## config.mk

```make
export PLATFORM = sky130hd
export DESIGN_NAME = adc_capture_gate
export DESIGN_NICKNAME = d
export VERILOG_FILES = /design/src/rtl/adc_capture_gate.sv
export SDC_FILE = /design/constraint.sdc
export NUM_CORES = 2
export LEC_CHECK = 0
export ABC_CLOCK_PERIOD_IN_PS = 11380
export CELL_PAD_IN_SITES_DETAIL_PLACEMENT = 0
export CELL_PAD_IN_SITES_GLOBAL_PLACEMENT = 1
export CORE_ASPECT_RATIO = 1.25
export CORE_MARGIN = 5
export CORE_UTILIZATION = 49
export DETAILED_ROUTE_END_ITERATION = 8
export DONT_BUFFER_PORTS = 1
export PLACE_DENSITY_LB_ADDON = 0.1
export SLEW_MARGIN = 20
export SYNTH_ARGS = -nofsm -noshare
export SYNTH_HDL_FRONTEND = slang
export SYNTH_SLANG_ARGS = --single-unit
```

## constraint.sdc

```tcl
create_clock -name aclk -period 11.38 [get_ports aclk]
set_clock_uncertainty 0.15 [all_clocks]
set_input_delay 0.569 -clock aclk [delete_from_list [all_inputs] [get_ports aclk]]
set_output_delay 0.569 -clock aclk [all_outputs]
set_load 0.05 [all_outputs]
```

## src/rtl/adc_capture_gate.sv

```systemverilog
// adc_capture_gate
//
// Pretrigger capture gate for one ADC AXI4-Stream in the aclk domain.
// Keeps a rolling history of the last PRE_BEATS valid input beats. When
// capture_i is accepted, it emits a packet of exactly LENGTH beats. The
// packet starts PRE_BEATS beats before the request and ends with tlast.
// The ADC side cannot be stalled. If the downstream buffer holds off, the
// held output beat is overwritten, and the loss is recorded in overflow_o.
//
// Optional build macro: ADC_CAPTURE_STATS_EN
//   defined   : capture_count_o / drop_count_o are live counters
//   undefined : both count ports are tied to zero
//
// Ports
//   aclk, areset      clock, synchronous active-high reset
//   capture_i         single-cycle capture request
//   s_axis_*          input stream (tready is constant 1)
//   m_axis_*          output stream toward the readout buffer
//   busy_o            FSM not in IDLE
//   done_o            pulses on the cycle the tlast beat is accepted
//   overflow_o        sticky drop flag, cleared at each accepted capture
//   capture_count_o   accepted captures (wrapping)
//   drop_count_o      dropped beats (saturating)

module adc_capture_gate #(
  parameter int DATA_WIDTH = 128,
  parameter int PRE_BEATS  = 16,
  parameter int LENGTH     = 1024
) (
  input  logic                  aclk,
  input  logic                  areset,
  input  logic                  capture_i,
  input  logic [DATA_WIDTH-1:0] s_axis_tdata,
  input  logic                  s_axis_tvalid,
  output logic                  s_axis_tready,
  output logic [DATA_WIDTH-1:0] m_axis_tdata,
  output logic                  m_axis_tvalid,
  input  logic                  m_axis_tready,
  output logic                  m_axis_tlast,
  output logic                  busy_o,
  output logic                  done_o,
  output logic                  overflow_o,
  output logic [31:0]           capture_count_o,
  output logic [15:0]           drop_count_o
);

  localparam int PTR_W = (PRE_BEATS > 1) ? $clog2(PRE_BEATS) : 1;

  typedef enum logic [1:0] {
    IDLE  = 2'd0,
    RUN   = 2'd1,
    DRAIN = 2'd2
  } state_t;

  state_t                  state_q;
  state_t                  state_d;
  logic [7:0]              prime_cnt;
  logic                    primed;
  logic [DATA_WIDTH-1:0]   delayed_p0;
  logic [15:0]             beat_cnt;
  logic [15:0]             load_idx;
  logic                    load_last;
  logic                    start;
  logic                    load;
  logic                    accept;
  logic                    drop;
  logic [DATA_WIDTH-1:0]   out_data_p1;
  logic                    out_vld_p1;
  logic                    out_last_p1;
  logic                    overflow_q;

  assign s_axis_tready = 1'b1;

  // Prime counter: the history is trustworthy only after PRE_BEATS valid
  // beats have been written since reset.
  assign primed = (prime_cnt == 8'(PRE_BEATS));

  always_ff @(posedge aclk) begin
    if (areset) begin
      prime_cnt <= 8'd0;
    end else if (s_axis_tvalid && !primed) begin
      prime_cnt <= prime_cnt + 8'd1;
    end
  end

  // ---- stage p0: history delay line ----
  generate
    if (PRE_BEATS == 0) begin : g_no_hist
      assign delayed_p0 = s_axis_tdata;
    end else begin : g_hist
      logic [DATA_WIDTH-1:0] mem [PRE_BEATS];
      logic [PTR_W-1:0]      wr_ptr;
      logic [PTR_W-1:0]      ptr_nxt;
      logic [DATA_WIDTH-1:0] hist_rd_p0;

      always_comb begin
        ptr_nxt = (wr_ptr == PTR_W'(PRE_BEATS - 1)) ? '0 : wr_ptr + 1'b1;
      end

      always_ff @(posedge aclk) begin
        if (s_axis_tvalid) begin
          mem[wr_ptr] <= s_axis_tdata;
        end
      end

      always_ff @(posedge aclk) begin
        if (areset) begin
          wr_ptr <= '0;
        end else if (s_axis_tvalid) begin
          wr_ptr <= ptr_nxt;
        end
      end

      // Pre-read: the read register always holds the entry at wr_ptr.
      // That entry is the beat the next valid input will displace, so the
      // delayed beat is ready in the same cycle as its input. With a
      // single-entry line, the next slot is the one being written now, so
      // the incoming beat is forwarded instead.
      always_ff @(posedge aclk) begin
        if (s_axis_tvalid) begin
          hist_rd_p0 <= (ptr_nxt == wr_ptr) ? s_axis_tdata : mem[ptr_nxt];
        end
      end

      assign delayed_p0 = hist_rd_p0;
    end
  endgenerate

  // Capture control
  assign start     = (state_q == IDLE) && capture_i && primed;
  assign load      = s_axis_tvalid && ((state_q == RUN) || start);
  assign load_idx  = (state_q == IDLE) ? 16'd0 : beat_cnt;
  assign load_last = (load_idx == 16'(LENGTH - 1));
  assign accept    = out_vld_p1 && m_axis_tready;
  assign drop      = load && out_vld_p1 && !m_axis_tready;

  always_ff @(posedge aclk) begin
    if (areset) begin
      state_q <= IDLE;
    end else begin
      state_q <= state_d;
    end
  end

  always_comb begin
    state_d = state_q;
    case (state_q)
      IDLE:    if (start) state_d = (load && load_last) ? DRAIN : RUN;
      RUN:     if (load && load_last) state_d = DRAIN;
      DRAIN:   if (accept && out_last_p1) state_d = IDLE;
      default: state_d = IDLE;
    endcase
  end

  always_comb begin
    busy_o = (state_q != IDLE);
    done_o = (state_q == DRAIN) && accept && out_last_p1;
  end

  always_ff @(posedge aclk) begin
    if (areset) begin
      beat_cnt <= 16'd0;
    end else if (load) begin
      beat_cnt <= load_idx + 16'd1;
    end else if (start) begin
      beat_cnt <= 16'd0;
    end
  end

  // ---- stage p1: output register ----
  // A load always wins. If the held beat was not accepted, it is
  // overwritten, together with its tlast.
  always_ff @(posedge aclk) begin
    if (areset) begin
      out_vld_p1  <= 1'b0;
      out_last_p1 <= 1'b0;
      out_data_p1 <= '0;
    end else if (load) begin
      out_vld_p1  <= 1'b1;
      out_last_p1 <= load_last;
      out_data_p1 <= delayed_p0;
    end else if (accept) begin
      out_vld_p1  <= 1'b0;
      out_last_p1 <= 1'b0;
    end
  end

  always_ff @(posedge aclk) begin
    if (areset) begin
      overflow_q <= 1'b0;
    end else if (drop) begin
      overflow_q <= 1'b1;
    end else if (start) begin
      overflow_q <= 1'b0;
    end
  end

  assign m_axis_tdata  = out_data_p1;
  assign m_axis_tvalid = out_vld_p1;
  assign m_axis_tlast  = out_last_p1;
  assign overflow_o    = overflow_q;

`ifdef ADC_CAPTURE_STATS_EN
  function automatic logic [15:0] sat_inc16(input logic [15:0] v);
    return (v == 16'hFFFF) ? v : v + 16'd1;
  endfunction

  logic [31:0] capture_cnt_q;
  logic [15:0] drop_cnt_q;

  always_ff @(posedge aclk) begin
    if (areset) begin
      capture_cnt_q <= 32'd0;
      drop_cnt_q    <= 16'd0;
    end else begin
      if (start) capture_cnt_q <= capture_cnt_q + 32'd1;
      if (drop)  drop_cnt_q    <= sat_inc16(drop_cnt_q);
    end
  end

  assign capture_count_o = capture_cnt_q;
  assign drop_count_o    = drop_cnt_q;
`else
  assign capture_count_o = 32'd0;
  assign drop_count_o    = 16'd0;
`endif

endmodule

```

## After elaboration in Yosys (flattened, before gate mapping)

Memory sizes are Yosys's and may differ from the RTL's. A register that Yosys moved wholly into a read port is not among the register bits.
Cells that the tools add are included.

| word-level totals | value |
|---|---|
| input port bits | 133 |
| memories | 1 |
| output and inout bits | 182 |
| flip-flop bits (word level) | 161 |
| bits in writable memories | 2,048 |

| cells by class | value |
|---|---|
| add/sub/neg operators | 3 |
| equal/unequal tests | 8 |
| multiplexer cells | 16 |
| reductions and logical operators | 20 |

Memories:

| name | words | width | rd ports | clocked after Yosys merged registers in | wr ports | RTL line | source |
|---|---|---|---|---|---|---|---|
| g_hist.mem | 16 | 128 | 1 | 1 | 1 | 91 | `logic [DATA_WIDTH-1:0] mem [PRE_BEATS];` |

Operator list:

| cell | number |
|---|---|
| $mux W16 | 3 |
| $add A16 B1 Y16 const B | 1 |
| $eq A16 B10 Y1 const B | 1 |
| $logic_and A1 B1 Y1 | 11 |
| $add A8 B1 Y8 const B | 1 |
| $eq A8 B5 Y1 const B | 1 |
| $mux W2 | 4 |
| $reduce_bool A2 Y1 | 4 |
| $mux W1 | 7 |
| $pmux W2 S3 | 1 |
| $add A4 B1 Y4 const B | 1 |
| $eq A4 B4 Y1 const B | 1 |
| $mux W4 | 1 |
| $ne A2 B2 Y1 const B | 2 |
| $reduce_and A3 Y1 | 1 |
| $eq A2 B1 Y1 const B | 1 |
| $eq A2 B2 Y1 const B | 1 |
| $logic_not A1 Y1 | 2 |
| $logic_not A2 Y1 | 1 |
| $ne A2 B1 Y1 const B | 1 |
| $logic_or A1 B1 Y1 | 1 |

## Longest topological paths before layout

| logic depth | value |
|---|---|
| depth in word-level cells | 9 |
| depth in mapped cells | 13 |
| depth with buffers taken out | 9 |

## Least setup slack after synthesis

OpenSTA, ideal clock, no wires.

| timing | value |
|---|---|
| path kind | in2reg |
| from | input port s_axis_tvalid |
| to | memory g_hist.mem[10][0], enable pin |
| path slack | -216 ps |
| library setup time | 798 ps |
| data arrival time | 10,648 ps |
| stages | 4 |
| buffers on the path | 2 |
| cell sequence | clkbuf_1 -> buf_1 -> nand2_1 -> nor3b_1 |

| on the way | value |
|---|---|
| word-level cells in the longest chain between the ends | 2 |

RTL lines:

| what | RTL line | source |
|---|---|---|
| from (decl) | 34 | `input logic s_axis_tvalid,` |
| $mux W1 | 101 | `if (s_axis_tvalid) begin` |
| $mux W1 (implied by the code) | 102 | `mem[wr_ptr] <= s_axis_tdata;` |
| to (decl) | 91 |  |

No other way between the ends.

## Worst setup path in the final report

| timing | value |
|---|---|
| from | register g_hist.wr_ptr[0] |
| to | register g_hist.hist_rd_p0[83] (netlist: delayed_p0[83]) (read register of g_hist.mem), data pin |

| on the way | value |
|---|---|
| word-level cells in the longest chain between the ends | 2 |
| elaborated cells between the ends (all ways) | 3 |
| those cells by class | add/sub: 1; eq/ne: 1; mux: 1 |

RTL lines:

| what | RTL line | source |
|---|---|---|
| from (decl) | 92 | `logic [PTR_W-1:0] wr_ptr;` |
| from (signal assigned) | 110 | `wr_ptr <= ptr_nxt;` |
| $add A4 B1 Y4 or $eq A4 B4 Y1 (tied branches) | 97 | `ptr_nxt = (wr_ptr == PTR_W'(PRE_BEATS - 1)) ? '0 : wr_ptr + 1'b1;` |
| $mux W4 (*) | 97 |  |
| net g_hist.ptr_nxt[1] | 93 | `logic [PTR_W-1:0] ptr_nxt;` |
| to (decl) | 94 | `logic [DATA_WIDTH-1:0] hist_rd_p0;` |

Mark *: on every way through the listed nets, which the timed path passes. The rest lies on a longest branch.
A chain may end at the register's enable or synchronous reset.

==> run_results.csv <==
group,metric,value,unit
place,placed_area,0.0898,mm2
routing,wirelength,241000,um
place,dp_hpwl,118000,um
logic_synthesis,seq_area_frac_synth,0.784,
pwr,switching_share,0.230,
critical_path,cp-startpoint,"g_hist.wr_ptr[0]",
sta,hold_ws,0.0883,ns
clock_tree,clkTransAtPathRegs,0.06,ns
logic_synthesis,synthArstFlopShare,0,
pwr,p_leak,30.9,nW
die,dieHeight,482,um
clock_tree,postCtsSetupRepairBufs,0,
critical_path,endpoint,"delayed_p0[83]",
logic_synthesis,ys_warn_count,0,
logic_synthesis,ys_ff_latch,2337,
global_routing,grt_pass1_vias,48900,
clock_tree,cts_resized,0,
critical_path,crit_type,"register to register",
sta,fin_ws,5.78,ns
final_layout,utilization,0.552,
pwr,ir_drop,0.126,mV
routing,drc,0,
logic_synthesis,yosysTopAreaCellShare,0.747,
clock_tree,cts_sinks,2337,
pwr,seq_power_share,0.533,
logic_synthesis,synthTopCellsByArea,"edfxtp_1 75%, dfxtp_1 3.7%, mux4_2 3.4%",
die,dieArea,0.187,mm2
global_routing,grt_max_degree,161,
critical_path,regToRegStartpoint,"g_hist.wr_ptr[0]",
pwr,comb_power_share,0.077,
sta,period_share,0.493,
pwr,clockPowerShare,0.390,
sta,timing.fmax,178,MHz
worst_hold_path,hp-class,"primary input to register",
critical_path,rr_endpoint,"delayed_p0[83]",
clock_tree,htreeDepth,4,
routing,vias,48700,
logic_synthesis,synth_area_per_cell,16.9,um2
outcome,status,"complete, no violations",
clock_tree,insertion_delay,0.85,ns
final_layout,area.growth.synth_to_final,12.2,%
critical_path,r2r_cells,9,
critical_path,reg2reg_slack,5.78,ns
place,dp_slack,5.74,ns
global_routing,grt_usage,0.254,
final_layout,nNetsFinal,5422,
final_layout,final_area,0.0982,mm2
global_routing,grt_pass1_wl,349000,um
logic_synthesis,synth.most_common_cell,"edfxtp_1",
sta,worst_pin_slew,1.11,ns
critical_path,end_kind,"register",
clock_tree,numCtsBuffers,218,
sta,slew_headroom,0.259,
logic_synthesis,netlist-cell-type-count,79,
place,gp_congestion,0.755,
die,fp.dieW,388,um
critical_path,worst_ep_required_time,11.94,ns
pwr,p_sw,4.17,mW
routing,wire_per_inst,30.7,um
die,io_pins,315,
global_routing,grt-ovfl-total,0,
routing,firstDrtPassIters,8,
logic_synthesis,yosys-top-cells-count,"2176 x edfxtp_1, 661 x nand2_1, 385 x a21oi_1, 194 x clkbuf_1, 161 x dfxtp_1",
clock_tree,holdBufCountCts,134,
sta,rsz0062_at_grt,"no",
sta,timing.setup.tns,0,ns
die,design.core.area,0.178,mm2
place,port_buffers,0,
pwr,p_int,14.0,mW
global_routing,antenna_found_initial,26,
sta,finalMaxSlewViolations,0,
sta,finalHoldViolations,0,
sta,setup_viol,0,
sta,period_minus_slack,5.60,ns
logic_synthesis,synthesis.area,0.0875,mm2
critical_path,critPathMaxFanout,74,
logic_synthesis,synth.largest_area_cell,"edfxtp_1",
critical_path,cp.arrival,6.17,ns
final_layout,layout-drive-gt1-share,0.112,
die,initial_core_util,0.492,
pwr,power_density,185,mW/mm2
logic_synthesis,synthCells,5180,
routing,via_per_inst,6.21,
clock_tree,cts_root_buffer,"clkbuf_16",
routing,antenna_left,0,
routing,drt_first_iter_violations,4749,
die,fp-row-count,173,
run,maxCapViolCount,0,
critical_path,startpoint_type,"register",
logic_synthesis,ys.flop_type,"edfxtp_1",
logic_synthesis,synth-edff-count,2176,
clock_tree,clock_path_buffers,3,
clock_tree,cts_tree,"built",
## cells in the final DEF, fill, tap and decap left out, drive strengths merged, types with 94 or more instances in the layout
cell and count:
edfxtp 2176, dlygate4sd3 133, clkbuf 311, a222oi 100, mux4 134, nand2 661, a21oi 385, dfxtp 161
mux2i 94, o21ai 151
## per-stage QoR
| stage | instances | total power [mW] |
|---|---|---|
| 2_1_floorplan | 5227 | 10.7 |
| 3_3_place_gp | 7287 | 11.1 |
| 3_5_place_dp | 7288 | 11.1 |
| 5_1_grt | 7836 | 18.7 |
| 6_report | 7850 | 18.1 |
| 4_1_cts | 7832 | 18.3 |
## power by group through the flow
stage	Clock [mW]	Combinational [mW]	Sequential (mW)
4_1_cts	7.19	1.40	9.67
6_report	7.07	1.39	9.67
3_5_place_dp	0	1.23	9.85
2_1_floorplan	0	0.868	9.82
3_3_place_gp	0	1.22	9.85
5_1_grt	7.56	1.49	9.67
## kinds of logic after synthesis
logic type	share of synthesized area
AO/OA/AOI/OAI	0.0974
XOR/XNOR	0.000887
adder cells (fa/ha/maj)	0.00100
buffers and inverters	0.0222
flip-flops	0.784
multiplexers	0.0481
other	0.0000858
AND/OR/NAND/NOR	0.0466
## flip-flops by register name, indices dropped and copies added, names as in the netlist
register / flops
g_hist.mem: 2048
delayed_p0: 128
m_axis_tdata: 128
beat_cnt: 16
prime_cnt: 8
g_hist.wr_ptr: 4
state_q: 2
m_axis_tlast: 1
m_axis_tvalid: 1
overflow_o: 1
## how the worst min path moves through the flow
stage / start / end / cells after the start
floorplan: beat_cnt[9] / beat_cnt[9] / 1
global placement: beat_cnt[1] / beat_cnt[1] / 2
detailed placement: beat_cnt[1] / beat_cnt[1] / 2
CTS: capture_i / state_q[0] / 2
global route: capture_i / state_q[0] / 2
finish: capture_i / state_q[0] / 2
## per-layer routing
| layer | share of wire | routed length [um] | vias to the layer above | GRT usage |
|---|---|---|---|---|
| met5 | 0.00054 | 130 | - | 0 |
| met4 | 0.018 | 4340 | 20 | 0.0527 |
| met3 | 0.069 | 16700 | 298 | 0.0419 |
| met2 | 0.50 | 119000 | 1799 | 0.430 |
| met1 | 0.42 | 100000 | 25800 | 0.353 |
| li1 | - | - | 20900 | - |
## cell type report
| cell class | instances | area, um2 |
|---|---|---|
| antenna | 16 | 40.0 |
| clock buffer | 311 | 6140 |
| clock inverter | 99 | 756 |
| fill | 14000 | 79600 |
| inverter | 11 | 41.3 |
| multi-input combinational | 2488 | 17400 |
| sequential | 2337 | 68600 |
| tap | 2362 | 2960 |
| timing repair buffer | 226 | 2220 |
## worst max-delay path, cell delays in order (launching register included)
cell and delay (ns):
dfxtp_4 0.70, inv_2 0.26, ha_4 0.59, buf_4 0.82, inv_2 0.33, nor2_4 0.92, buf_4 0.85, a22oi_1 0.19
a21oi_1 0.31, a2111o_1 0.16
No activity file was read; power rests on OpenSTA's default activity.
